===== config.mk =====
export PLATFORM = sky130hd
export DESIGN_NAME = rr_stream_arbiter
export DESIGN_NICKNAME = d
export VERILOG_FILES = /design/src/rtl/arb_pkg.sv /design/src/rtl/rr_priority_pick.sv /design/src/rtl/rr_stream_arbiter.sv
export SDC_FILE = /design/constraint.sdc
export NUM_CORES = 1
export LEC_CHECK = 0
export CAP_MARGIN = 20
export CORE_MARGIN = 2
export CORE_UTILIZATION = 34
export CTS_CLUSTER_DIAMETER = 30
export CTS_CLUSTER_SIZE = 30
export DETAILED_ROUTE_END_ITERATION = 6
export PLACE_DENSITY = 0.87
export SLEW_MARGIN = 20
export SYNTH_ARGS = -nofsm -noshare
export SYNTH_HDL_FRONTEND = slang
export SYNTH_SLANG_ARGS = --single-unit

===== constraint.sdc =====
create_clock -name clk -period 1.4 [get_ports clk]
set_clock_uncertainty 0.2 [all_clocks]
set_input_delay 0.35 -clock clk [delete_from_list [all_inputs] [get_ports clk]]
set_output_delay 0.35 -clock clk [all_outputs]
set_load 0.02 [all_outputs]

===== src/rtl/arb_pkg.sv =====
// Shared arbitration types and helpers.
// Holds stage state enum, MAX_REQ bound and rr_pick.
package arb_pkg;

    localparam int MAX_REQ = 8;

    typedef enum logic {
        EMPTY = 1'b0,
        FULL  = 1'b1
    } stage_state_t;

    // Round-robin pick over the first n requesters.
    // Scan starts just after 'last' and wraps; returns one-hot winner,
    // or all zeros when nothing is valid.
    function automatic logic [MAX_REQ-1:0] rr_pick(
        input logic [MAX_REQ-1:0] valid,
        input int                 last,
        input int                 n
    );
        logic [MAX_REQ-1:0] onehot;
        logic               found;
        int                 idx;
        onehot = '0;
        found  = 1'b0;
        for (int k = 1; k <= MAX_REQ; k++) begin
            idx = last + k;
            if (idx >= n) begin
                idx = idx - n;
            end
            if (k <= n && !found && valid[idx]) begin
                onehot[idx] = 1'b1;
                found       = 1'b1;
            end
        end
        return onehot;
    endfunction

endpackage


===== src/rtl/rr_priority_pick.sv =====
// Combinational rotating-priority picker.
// Ports: valid, last_grant in; grant_onehot, grant_idx out.
module rr_priority_pick
    import arb_pkg::*;
#(
    parameter int NUM_REQ = 2,
    parameter int ID_W    = 1
) (
    input  logic [NUM_REQ-1:0] valid,
    input  logic [ID_W-1:0]    last_grant,
    output logic [NUM_REQ-1:0] grant_onehot,
    output logic [ID_W-1:0]    grant_idx
);

    always_comb begin
        grant_onehot = NUM_REQ'(rr_pick(MAX_REQ'(valid),
                                        int'(last_grant),
                                        NUM_REQ));
        grant_idx = '0;
        for (int i = 0; i < NUM_REQ; i++) begin
            if (grant_onehot[i]) begin
                grant_idx = ID_W'(i);
            end
        end
    end

endmodule


===== src/rtl/rr_stream_arbiter.sv =====
// Round-robin valid/ready arbiter feeding one registered output stage.
// Ports: clk, reset (async active-low), input_valid/ready/data per
// requester, output_valid/ready/data/id. Optional ARB_LOCK_EN adds
// input_lock to pin the grant for atomic sequences.
module rr_stream_arbiter
    import arb_pkg::*;
#(
    parameter int WIDTH   = 32,
    parameter int NUM_REQ = 2,
    parameter int ID_W    = (NUM_REQ > 1) ? $clog2(NUM_REQ) : 1
) (
    input  logic                     clk,
    input  logic                     reset,
    input  logic [NUM_REQ-1:0]       input_valid,
    output logic [NUM_REQ-1:0]       input_ready,
    input  logic [NUM_REQ*WIDTH-1:0] input_data,
`ifdef ARB_LOCK_EN
    input  logic [NUM_REQ-1:0]       input_lock,
`endif
    output logic                     output_valid,
    input  logic                     output_ready,
    output logic [WIDTH-1:0]         output_data,
    output logic [ID_W-1:0]          output_id
);

    stage_state_t         state;
    stage_state_t         state_d;
    logic [ID_W-1:0]      last_grant;
    logic [NUM_REQ-1:0]   rr_oh;
    logic [ID_W-1:0]      rr_idx;
    logic [NUM_REQ-1:0]   sel_oh;
    logic [ID_W-1:0]      sel_idx;
    logic                 can_load;
    logic                 insert;

`ifdef ARB_LOCK_EN
    logic                 pinned;
    logic [ID_W-1:0]      pin_id;
`endif

    rr_priority_pick #(
        .NUM_REQ (NUM_REQ),
        .ID_W    (ID_W)
    ) u_pick (
        .valid        (input_valid),
        .last_grant   (last_grant),
        .grant_onehot (rr_oh),
        .grant_idx    (rr_idx)
    );

    // A pinned grant holds even when the owner drops valid,
    // so other requesters cannot slip into an atomic sequence.
    always_comb begin
        sel_oh  = rr_oh;
        sel_idx = rr_idx;
`ifdef ARB_LOCK_EN
        if (pinned) begin
            sel_oh          = '0;
            sel_oh[pin_id]  = 1'b1;
            sel_idx         = pin_id;
        end
`endif
    end

    assign output_valid = (state == FULL);
    assign can_load     = (state == EMPTY) || output_ready;

    // Ready is forced low while reset is held.
    assign input_ready = (reset && can_load) ? sel_oh : '0;
    assign insert      = |(input_valid & input_ready);

    always_comb begin
        state_d = state;
        unique case (state)
            EMPTY: begin
                if (insert) begin
                    state_d = FULL;
                end
            end
            FULL: begin
                if (!insert && output_ready) begin
                    state_d = EMPTY;
                end
            end
            default: state_d = EMPTY;
        endcase
    end

    always_ff @(posedge clk or negedge reset) begin
        if (!reset) begin
            state <= EMPTY;
        end else begin
            state <= state_d;
        end
    end

    // Priority only rotates on an accepted transfer.
    always_ff @(posedge clk or negedge reset) begin
        if (!reset) begin
            output_data <= '0;
            output_id   <= '0;
            last_grant  <= ID_W'(NUM_REQ - 1);
        end else if (insert) begin
            output_data <= input_data[int'(sel_idx)*WIDTH +: WIDTH];
            output_id   <= sel_idx;
            last_grant  <= sel_idx;
        end
    end

`ifdef ARB_LOCK_EN
    always_ff @(posedge clk or negedge reset) begin
        if (!reset) begin
            pinned <= 1'b0;
            pin_id <= '0;
        end else if (insert) begin
            pinned <= input_lock[sel_idx];
            pin_id <= sel_idx;
        end
    end
`endif

endmodule

[Word-level counts from Yosys, hierarchy flattened]
Index checks and enable logic that the tools add are counted.
W data, S select, Z words.
Storage, ports and cells
  bits in registers: 35
  latch bits: 0
  bits in writable memories: 0
  memory bits (read-only): 0
  logic and storage cells: 47
  memories kept: 0
Operators by class
  add/sub/neg operators: 4
  multiply operators: 0
  divide/modulo/power cells: 0
  order comparisons: 6
  eq/ne operators: 0
  shift-type cells: 1
  muxes and demuxes: 20
  bitwise operators: 3
  reductions and logical operators: 9
Operator list (number)
  $ge A32 B1 Y1 const B: 2
  $ge A32 B3 Y1 const B: 2
  $lt A32 B5 Y1 const B: 2
  $mux W32: 2
  $shiftx A64 B7 Y32: 1
  $sub A32 B3 Y32 const B: 2
  $mux W1: 10
  $bmux W1 S3: 2
  $demux W1 S3: 2
  $mux W2: 3
  $logic_and A1 B1 Y1: 5
  $add A1 B2 Y3 const B: 1
  $add A1 B1 Y2 const B: 1
  $and A2 B2 Y2: 1
  $logic_not A1 Y1: 2
  $or A2 B2 Y2: 1
  $pmux W1 S2: 1
  $reduce_or A2 Y1: 1
  $logic_or A1 B1 Y1: 1
  $not A1 Y1: 1

[Longest topological paths before layout]
  word-level depth: 17
  mapped depth: 5
  depth with buffers taken out: 3

[Cells and area by module]
A second synthesis with hierarchy kept.
Unflattened totals
  cell total of the unflattened synthesis: 118
  area total of the unflattened synthesis: 1924.3 um^2
Modules (own cells, without submodules)
  rr_stream_arbiter: instances 1, cells an instance 114, area an instance 1898.1 um^2, sequential area each 877.1 um^2
  rr_priority_pick: instances 1, cells an instance 4, area an instance 26.3 um^2, sequential area each 0.0 um^2

[Worst setup path before layout]
OpenSTA, ideal clock, no wires.
  path type: register -> output
  start: register state (netlist: output_valid)
  end: output input_ready[1]
  data arrival time: 1239 ps
  required time: 850 ps
  setup slack: -389 ps
  cell stages (with the launch flop): 5
  path buffers: 2
  cells stage by stage: dfrtp_1 -> nand2b_2 -> buf_2 -> buf_2 -> and3_1
On the way
  word-level cells in the longest chain between the ends: 4
Ends and longest elaborated chain
  start: declaration: line rr_stream_arbiter.sv:26  | stage_state_t state;
  start signal: assignment: line rr_stream_arbiter.sv:93  | state <= state_d;
  $not A1 Y1
  $logic_or A1 B1 Y1: line rr_stream_arbiter.sv:66  | assign can_load = (state == EMPTY) || output_ready;
  $logic_and A1 B1 Y1: line rr_stream_arbiter.sv:69  | assign input_ready = (reset && can_load) ? sel_oh : '0;
  $mux W2: line rr_stream_arbiter.sv:69
  end: declaration: line rr_stream_arbiter.sv:15  | output logic [NUM_REQ-1:0] input_ready,
Every way passes these cells.

[Worst setup path after layout]
  start: register last_grant
  end: output input_ready[0]
On the way
  word-level cells in the longest chain between the ends: 11
  elaborated cells between the ends (all ways): 31
  classes of those cells: add/sub (4); order compare (6); mux (16); bitwise (1); reduce/logical (4)
Ends and longest elaborated chain
  start: declaration: line rr_stream_arbiter.sv:28  | logic [ID_W-1:0] last_grant;
  start signal: assignment: line rr_stream_arbiter.sv:102  | last_grant <= ID_W'(NUM_REQ - 1);
  start signal: assignment: line rr_stream_arbiter.sv:106  | last_grant <= sel_idx;
  $add A1 B1 Y2: line arb_pkg.sv:26  | idx = last + k;
  $sub A32 B3 Y32 or $ge A32 B3 Y1 (tied branches): line arb_pkg.sv:28, arb_pkg.sv:27
  $mux W32: line arb_pkg.sv:27  | if (idx >= n) begin
  $ge A32 B1 Y1 (implied by the code) (tied with other cells): line arb_pkg.sv:31  | onehot[idx] = 1'b1;
  $logic_and A1 B1 Y1 (implied by the code) or $mux W1 (tied branches): line arb_pkg.sv:31, arb_pkg.sv:30
  $mux W1 (on tied branches): line arb_pkg.sv:31, arb_pkg.sv:30
  $demux W1 S3 or $mux W1 (tied branches)
  $mux W2 or $logic_not A1 Y1 (tied branches): line arb_pkg.sv:30  | if (k <= n && !found && valid[idx]) begin
  $or A2 B2 Y2 (no line) or $logic_and A1 B1 Y1 (tied branches)
  $mux W2 (*): line arb_pkg.sv:30
  $mux W2 (*): line rr_stream_arbiter.sv:69
Mark *: on every way between the ends. The rest lies on a longest branch, timed or not. The select of a mux whose other input is x is not followed.

==> impl_metrics.yaml <==
clocking:
  clkLatencyLatePin_ns: 0.28
  cts_buffers: 5
  clockBufferDepth: 2
  clk_pin_slew_worst_paths_ns: 0.07
  cts_max_level: 2
  clock-sinks: 35
  cts_tree: "done"
  clockRootBuffer: "clkbuf_8"
route:
  wl_per_cell_um: 17.4
  drtAntennaViolNets: 0
  viasPerCell: 5.20
  drt_iter0_drc: 48
  vias: 1794
  dr.pass1.iters: 4
  postRouteWirelength_um: 6020
  drc_errors: 0
sta:
  finalSetupViolations: 34
  min_period_ns: 1.80
  rsz0062_at_grt: "true"
  holdWs_ns: -0.102
  final.setup.tns_ns: -11.00
  fmax_ghz: 0.554
  slew_violations: 0
  hold_viol_final: 19
  setup_ws_ns: -0.404
  slew_headroom_pct: 57.2
  period_share_pct: 129
  tightest_slew_ns: 0.639
power:
  swShare_pct: 31.7
  internal-power_uw: 2770
  clockPowerShare_pct: 18.0
  power.share.sequential_pct: 34.5
  power.switching_uw: 1280
  power_density_mw_per_mm2: 1160
  pwr-share-comb_pct: 47.4
  power.leakage_uw: 0.00141
  ir_drop_v: 0.000695
floorplan:
  initial_core_util_pct: 34.8
  row_count: 26
  pin_count: 105
  core-area_mm2: 0.00507
  dieHeight_um: 76.1
  die_w_um: 76.1
  dieArea_mm2: 0.00579
placed_design:
  io_buffers: 104
  dp_hpwl_um: 4130
  gp_congestion: 0.784
global_routing:
  grt.overflow.total: 0
  antenna_found_initial: 0
  grt_use_total_pct: 21.1
  grt_pass1_wl_um: 9640
  grt_max_degree: 35
  grt_pass1_vias: 1893
synthesis:
  netlist_area_mm2: 0.00177
  ys_seq_area_share_pct: 49.6
  synth.top_cell.area_share_pct: 48.1
  yosys_register_bits: 35
  synthCells: 130
  synth_area_leader_cell: "dfrtp_1"
  synth_cell_type_count: 21
  synth.avg_cell_area_um2: 13.6
  synth.area.top_cells: "dfrtp_1, o221a_2, nand4b_1"
  yosys_warnings: 0
  syn-num-nets: 199
final_layout:
  final_util_pct: 68.8
  syn_to_final_growth_pct: 97.6
  drive_gt1_share_pct: 47.6
  diodes: 0
  final_net_count: 344
  layout_common_cells: "clkdlybuf4s50_1, buf_4, dfrtp_1"
  layout_commonest_cell: "clkdlybuf4s50_1"
  fillCellCount: 402
critical_path:
  cp.arrival_ns: 1.25
  required_ns: 0.85
  cp-end-kind: "output pin"
  crit_type: "reg -> out"
  critPathMaxFanout: 3
  crit_path_start_kind: "flop"
run_status:
  status: "finished, violations left"
  violations: "negative hold slack, negative setup slack"
flow_run:
  maxCapViolations: 0
worst_hold_path:
  hp-class: "in -> async"
-- power groups by stage --
stage / logic (uW) / clock network [uW] / registers, uW
5_1_grt: 2020 / 792 / 1430
2_1_floorplan: 578 / 0 / 1650
4_1_cts: 1720 / 756 / 1370
3_5_place_dp: 1820 / 0 / 1380
3_3_place_gp: 1770 / 0 / 1370
6_report: 1920 / 731 / 1400
-- metal layers --
layer / routed length, um / GRT usage [%] / part of all wire, %
met5: 0 / 0 / 0
met4: 86 / 6.55 / 1.4
met3: 263 / 5.45 / 4.4
met2: 3310 / 37.7 / 55
met1: 2360 / 24.9 / 39
-- per-stage QoR --
stage	setup WS, ns	power, uW	instances	hold slack, ns	cell area [um^2]
2_1_floorplan	-0.169	2230	130	-0.146	1990
3_3_place_gp	-0.913	3140	322	0.0731	3240
3_5_place_dp	-0.941	3200	322	0.0789	3240
4_1_cts	-0.421	3840	336	-0.0966	3310
5_1_grt	-0.460	4240	345	-0.0647	3490
6_report	-0.404	4050	345	-0.102	3490
-- critical path, cell delays in order, from the launching register on --
cell      delay [ns]
dfstp_2         0.55
nand2b_4        0.14
nand4_4         0.10
clkinv_4        0.07
buf_6           0.11
-- cell usage after synthesis, drive strengths merged --
| master | n |
|---|---|
| a21oi | 2 |
| a41oi | 2 |
| nand2 | 2 |
| buf | 13 |
| dfrtp | 34 |
| o211ai | 1 |
| clkbuf | 4 |
| dfstp | 1 |
| nand4 | 1 |
| nand2b | 2 |
| o211a | 1 |
| inv | 1 |
| nand4b | 32 |
| and2 | 1 |
| o221a | 32 |
| and3 | 1 |
-- timing repair --
action | CTS | global route
cloned | 1 | 0
resized for setup | 171 | 40
hold buffers | 3 | 1
pin swaps | 1 | 0
endpoints found under the hold margin | 34 | 33
setup endpoints to repair | 70 | 78
buffers inserted | 3 | 9
-- cell families after synthesis --
kind of cell | after synthesis | synth area share, %
buffers and inverters | 18 | 8.28
flip-flops | 35 | 49.6
AND/OR/NAND/NOR | 39 | 19.2
AO/OA/AOI/OAI | 38 | 22.9
-- layout make-up --
cell class | instances | area, um^2 | share of cell area [%]
clock buffer | 6 | 82.6 | 2.36
clock inverter | 1 | 5.00 | 0.143
inverter | 1 | 8.76 | 0.251
multi-input combinational | 77 | 953 | 27.3
sequential | 35 | 878 | 25.1
tap | 70 | 87.6 | 2.51
timing repair buffer | 155 | 1480 | 42.3
-- state kept, by name, summed over array words and instances, names as in the netlist --
signal	count
output_data	32
output_id	1
last_grant	1
output_valid	1
-- path summary, 6_finish.rpt --
path | start | to | slack [ns] | cells after the start
hold / removal | reset | output_valid$_DFF_PN0_ | -0.10 | 2
min in group clk | output_id$_DFFE_PN0P_ | output_id$_DFFE_PN0P_ | 0.38 | 2
setup / recovery | last_grant$_DFFE_PN1P_ | input_ready[0] | -0.40 | 4
hold reg to reg | output_id$_DFFE_PN0P_ | output_id$_DFFE_PN0P_ | 0.38 | 2
max in group asynchronous | reset | output_data[2]$_DFFE_PN0P_ | 0.01 | 3
setup reg to reg | last_grant$_DFFE_PN1P_ | output_data[1]$_DFFE_PN0P_ | -0.34 | 5
Power figures use the tool's default switching activity.
